<file path="src/rtl/x_in_to_n_out_pkg.sv">
`default_nettype none
// ============================================================================
// Module   : x_in_to_n_out_pkg
// Brief    : Shared sizing helpers for the x_in_to_n_out serialiser.
// Revision : 1.0 - initial release
// ============================================================================
package x_in_to_n_out_pkg;

  function automatic int num_slices(input int num_ins, input int num_outs);
    return (num_ins + num_outs - 1) / num_outs;
  endfunction

  function automatic int cnt_width(input int n_slices);
    return (n_slices <= 1) ? 1 : $clog2(n_slices);
  endfunction

endpackage
`default_nettype wire

</file>
<file path="src/rtl/x_in_to_n_out_wrap_cnt.sv">
`default_nettype none
// ============================================================================
// Module   : wrap_cnt
// Brief    : Enable-gated counter wrapping from MAX-1 back to 0.
// Revision : 1.0 - initial release
// ============================================================================
module wrap_cnt
  import x_in_to_n_out_pkg::*;
#(
  parameter int MAX = 2
) (
  input  logic                        clk,
  input  logic                        rst,
  input  logic                        en,
  output logic [cnt_width(MAX)-1:0]   cnt,
  output logic                        last
);

  localparam int            W      = cnt_width(MAX);
  localparam logic [W-1:0]  c_LAST = W'(MAX - 1);

  logic [W-1:0] r_cnt;

  assign last = (r_cnt == c_LAST);
  assign cnt  = r_cnt;

  // Explicit compare-to-last keeps non-power-of-two ranges from overrunning.
  always_ff @(posedge clk or posedge rst) begin
    if (rst) begin
      r_cnt <= '0;
    end else if (en) begin
      r_cnt <= last ? '0 : r_cnt + W'(1);
    end
  end

endmodule
`default_nettype wire

</file>
<file path="src/rtl/x_in_to_n_out.sv">
`default_nettype none
// ============================================================================
// Module   : x_in_to_n_out
// Brief    : Captures an input vector once per frame and streams it out
//            NUM_OUTS bits per cycle, LSB slice first, with a frame flag.
//            Optional frame parity enabled by X_IN_TO_N_OUT_PARITY_EN.
// Revision : 1.0 - initial release
// ============================================================================
module x_in_to_n_out
  import x_in_to_n_out_pkg::*;
#(
  parameter int NUM_INS  = 8,
  parameter int NUM_OUTS = 1
) (
  input  logic                clk,
  input  logic                rst,
  input  logic [NUM_INS-1:0]  in,
  input  logic                hold,
  output logic [NUM_OUTS-1:0] out,
  output logic                sof
`ifdef X_IN_TO_N_OUT_PARITY_EN
  ,
  output logic                par
`endif
);

  localparam int NUM_SLICES = num_slices(NUM_INS, NUM_OUTS);
  localparam int CNT_W      = cnt_width(NUM_SLICES);
  localparam int PAD_W      = NUM_SLICES * NUM_OUTS;

  logic                                 w_en;
  logic                                 w_last;
  logic [CNT_W-1:0]                     w_cnt;
  logic                                 w_first;
  logic [PAD_W-1:0]                     w_padded;
  logic [NUM_OUTS-1:0]                  w_slice;
  logic [NUM_SLICES-1:0][NUM_OUTS-1:0]  r_snap;
  logic [NUM_OUTS-1:0]                  r_out;
  logic                                 r_sof;

  assign w_en    = ~hold;
  assign w_first = (w_cnt == '0);

  wrap_cnt #(
    .MAX (NUM_SLICES)
  ) u_wrap_cnt (
    .clk  (clk),
    .rst  (rst),
    .en   (w_en),
    .cnt  (w_cnt),
    .last (w_last)
  );

  always_comb begin
    w_padded               = '0;
    w_padded[NUM_INS-1:0]  = in;
  end

  // Slice 0 bypasses the snapshot so it leaves in the same cycle it is sampled.
  assign w_slice = w_first ? w_padded[NUM_OUTS-1:0] : r_snap[w_cnt];

  always_ff @(posedge clk or posedge rst) begin
    if (rst) begin
      r_snap <= '0;
      r_out  <= '0;
      r_sof  <= 1'b0;
    end else if (w_en) begin
      if (w_first) begin
        r_snap <= w_padded;
      end
      r_out <= w_slice;
      r_sof <= w_first;
    end
  end

  assign out = r_out;
  assign sof = r_sof;

`ifdef X_IN_TO_N_OUT_PARITY_EN
  logic [NUM_OUTS-1:0] r_acc;
  logic                r_par;

  always_ff @(posedge clk or posedge rst) begin
    if (rst) begin
      r_acc <= '0;
      r_par <= 1'b0;
    end else if (w_en) begin
      if (w_last) begin
        r_par <= ^(r_acc ^ w_slice);
        r_acc <= '0;
      end else begin
        r_acc <= r_acc ^ w_slice;
      end
    end
  end

  assign par = r_par;
`else
  logic w_unused_last;
  assign w_unused_last = w_last;
`endif

endmodule
`default_nettype wire

</file>
<file path="config.mk">
export PLATFORM = sky130hd
export DESIGN_NAME = x_in_to_n_out
export DESIGN_NICKNAME = d
export VERILOG_FILES = /design/src/rtl/x_in_to_n_out_pkg.sv /design/src/rtl/x_in_to_n_out_wrap_cnt.sv /design/src/rtl/x_in_to_n_out.sv
export SDC_FILE = /design/constraint.sdc
export NUM_CORES = 1
export LEC_CHECK = 0
export CAP_MARGIN = 20
export CORE_AREA = 2 2 40 42
export CTS_BUF_LIST = sky130_fd_sc_hd__clkbuf_16
export CTS_CLUSTER_SIZE = 10
export DETAILED_ROUTE_END_ITERATION = 6
export DIE_AREA = 0 0 42 44
export DONT_BUFFER_PORTS = 1
export PLACE_DENSITY = 0.63
export SLEW_MARGIN = 20
export SYNTH_ARGS = -nofsm -noshare
export SYNTH_HDL_FRONTEND = slang
export SYNTH_SLANG_ARGS = --single-unit
</file>
<file path="constraint.sdc">
create_clock -name clk -period 2 [get_ports clk]
set_clock_uncertainty 0.15 [all_clocks]
set_input_delay 0.6 -clock clk [delete_from_list [all_inputs] [get_ports clk]]
set_output_delay 0.6 -clock clk [all_outputs]
set_load 0.1 [all_outputs]
</file>
==> impl_metrics.csv <==
group,metric,value,unit
placement,placed_area,636,µm²
floorplanning,die_w,42,µm
placement,portBuffers,0,
finish,diodes,0,
setup_path,timing.rr.start,"u_wrap_cnt.cnt[0]",
route,viasPerCell,5.32,
floorplanning,coreArea,1420,µm²
setup_path,slowest_delay,0.45,ns
pwr,powerDensity,1850,nW/µm²
logic_synthesis,ys_seq_elements,13,
setup_path,crit_chain,"inv_1, ha_1, nor3b_1, buf_4, mux2_2",
global_routing,first_global_vias,380,
logic_synthesis,synth_cells,41,
placement,gp_congestion,0.722,
setup_path,critPathMaxFanout,10,
global_routing,grt_max_degree,14,
sta,setup-violations-final,0,
setup_path,critPathSlowestCell,"dfrtp_1",
setup_path,cp.arrival,1.68,ns
finish,area_growth,18.0,%
route,vias,330,
cts,clk_latency,0.23,ns
global_routing,grt_pass1_wl,1.55,mm
finish,most-common-layout-cells,"dfrtp_1, mux2_2, inv_1",
finish,layout.nets,61,
floorplanning,rows,14,
pwr,peakVddDrop,0.783,mV
sta,finalCriticalPeriod,1.72,ns
floorplanning,io_pins,13,
cts,cts-root-buf,"clkbuf_16",
cts,cts_setup_buffers,0,
sta,fmax,581,MHz
setup_path,required,1.96,ns
logic_synthesis,ys_types,17,
floorplanning,start_util,42.7,%
floorplanning,die_h,44,µm
finish,drive_gt1_share,37.0,%
cts,ctsHoldBuffers,0,
sta,fin_tns_setup,0,ns
sta,final_hold_viol_count,0,
pwr,leakagePower,0.337,nW
global_routing,grtUsageTotal,11.1,%
floorplanning,dieArea,1850,µm²
logic_synthesis,avgSynthCellArea,14.8,µm²
cts,clk_pin_slew,0.04,ns
setup_path,worst_setup_path_start_kind,"register",
route,drt_iter0_drc,1,
cts,cts_resized,0,
setup_path,critPathLaunch,"u_wrap_cnt.cnt[0]",
cts,cts_tree,"yes",
global_routing,antenna_found_initial,0,
cts,clk_path_buf_depth,2,
sta,finalCritPeriodShare,86.0,%
sta,drv_slew,0,
job,maxCapViolCount,0,
sta,worst_pin_slew,0.484,ns
cts,cts.sinks,13,
sta,grt_setup_unrepaired,"false",
finish,final_area,714,µm²
worst_hold_path,hp-class,"primary input to asynchronous set/reset pin",
route,ant_nets,0,
global_routing,grt.overflow.total,0,
cts,htreeDepth,1,
cts,cts_buffers,3,
route,wl,964,µm
finish,mostFrequentLayoutCell,"dfrtp_1",
setup_path,path_class,"register to register",
logic_synthesis,ys_warn_count,0,
sta,max_slew_margin,67.7,%
logic_synthesis,syn_area,606,µm²
route,drc_errors,0,
run_status,status,"complete, no violations",
logic_synthesis,yosysSeqAreaShare,53.7,%
logic_synthesis,syn_nets,55,
route,route.detailed.wl_per_inst,15.5,µm
setup_path,cp-end-kind,"register",
route,dr.pass1.iters,3,
[cell families after synthesis]
family | Yosys count | synth area share (%)
compound gates | 5 | 6.82
fa+ha+maj | 3 | 6.20
buf+inv | 5 | 3.93
flops | 13 | 53.7
mux | 12 | 26.7
simple gates | 3 | 2.69
[state kept, by name, indices dropped and copies added (netlist names)]
signal,flops
r_snap,8
out,1
u_wrap_cnt.cnt,3
sof,1
[layout make-up]
| cell class | count | area [µm²] |
|---|---|---|
| Tap cell | 16 | 20.0 |
| Clock inverter | 1 | 3.75 |
| Timing Repair Buffer | 3 | 22.5 |
| Inverter | 3 | 11.3 |
| Clock buffer | 3 | 75.1 |
| Sequential cell | 13 | 325 |
| Multi-Input combinational cell | 23 | 256 |
| Fill cell | 119 | 704 |
[layer usage]
metal	up-vias	GRT usage (%)	wire length (µm)
met2	9	20.0	529
li1	156	-	-
met1	163	11.3	376
met5	-	0	0
met4	0	5.16	16
met3	2	4.17	42
[power by group]
part / internal [mW] / switching, mW / total (mW)
combinational: 0.234 / 0.252 / 0.486
clock: 0.262 / 0.0942 / 0.356
sequential: 0.392 / 0.0860 / 0.478
[path summary, 6_finish.rpt]
kind,cells after the start,to,slack (ns)
setup / recovery,5,r_snap[0],0.28
hold / removal,1,r_snap[6],0.12
setup reg to reg,5,r_snap[0],0.28
hold reg to reg,1,r_snap[1],0.32
max in group asynchronous,1,u_wrap_cnt.cnt[2],1.25
min in group clk,1,r_snap[1],0.32
[Yosys cell counts]
library cell | number | area share, %
nor2_1 | 1 | 0.62
dfrtp_1 | 13 | 54
a21o_1 | 1 | 1.2
nor3_1 | 1 | 0.83
mux4_1 | 1 | 4.3
buf_2 | 1 | 0.83
buf_4 | 1 | 1.2
a22oi_2 | 1 | 2.1
nor3b_1 | 1 | 1.2
ha_1 | 3 | 6.2
o21ai_1 | 1 | 0.83
mux2_1 | 2 | 3.7
a22oi_1 | 1 | 1.2
a21o_2 | 1 | 1.4
mux2_2 | 8 | 15
inv_1 | 3 | 1.9
mux4_2 | 1 | 3.7
[through the flow]
stage	utilization, %	power [mW]	setup WS, ns	instances	hold WS (ns)
detailed placement	44.8	0.972	0.297	58	0.318
floorplan	-	0.867	0.286	41	0.299
global route	50.4	1.39	0.204	62	0.162
CTS	50.4	1.34	0.276	62	0.136
global placement	44.8	0.940	0.340	58	0.315
finish	50.4	1.32	0.279	62	0.122
[critical path: cells and delay by family, from the launching register on]
family                   cells  cell delay (ns)
adder cells (fa/ha/maj)      1             0.16
buffers and inverters        2             0.32
flip-flops                   1             0.45
multiplexers                 1             0.35
AND/OR/NAND/NOR              1             0.18
(Power assumes the default switching activity.)
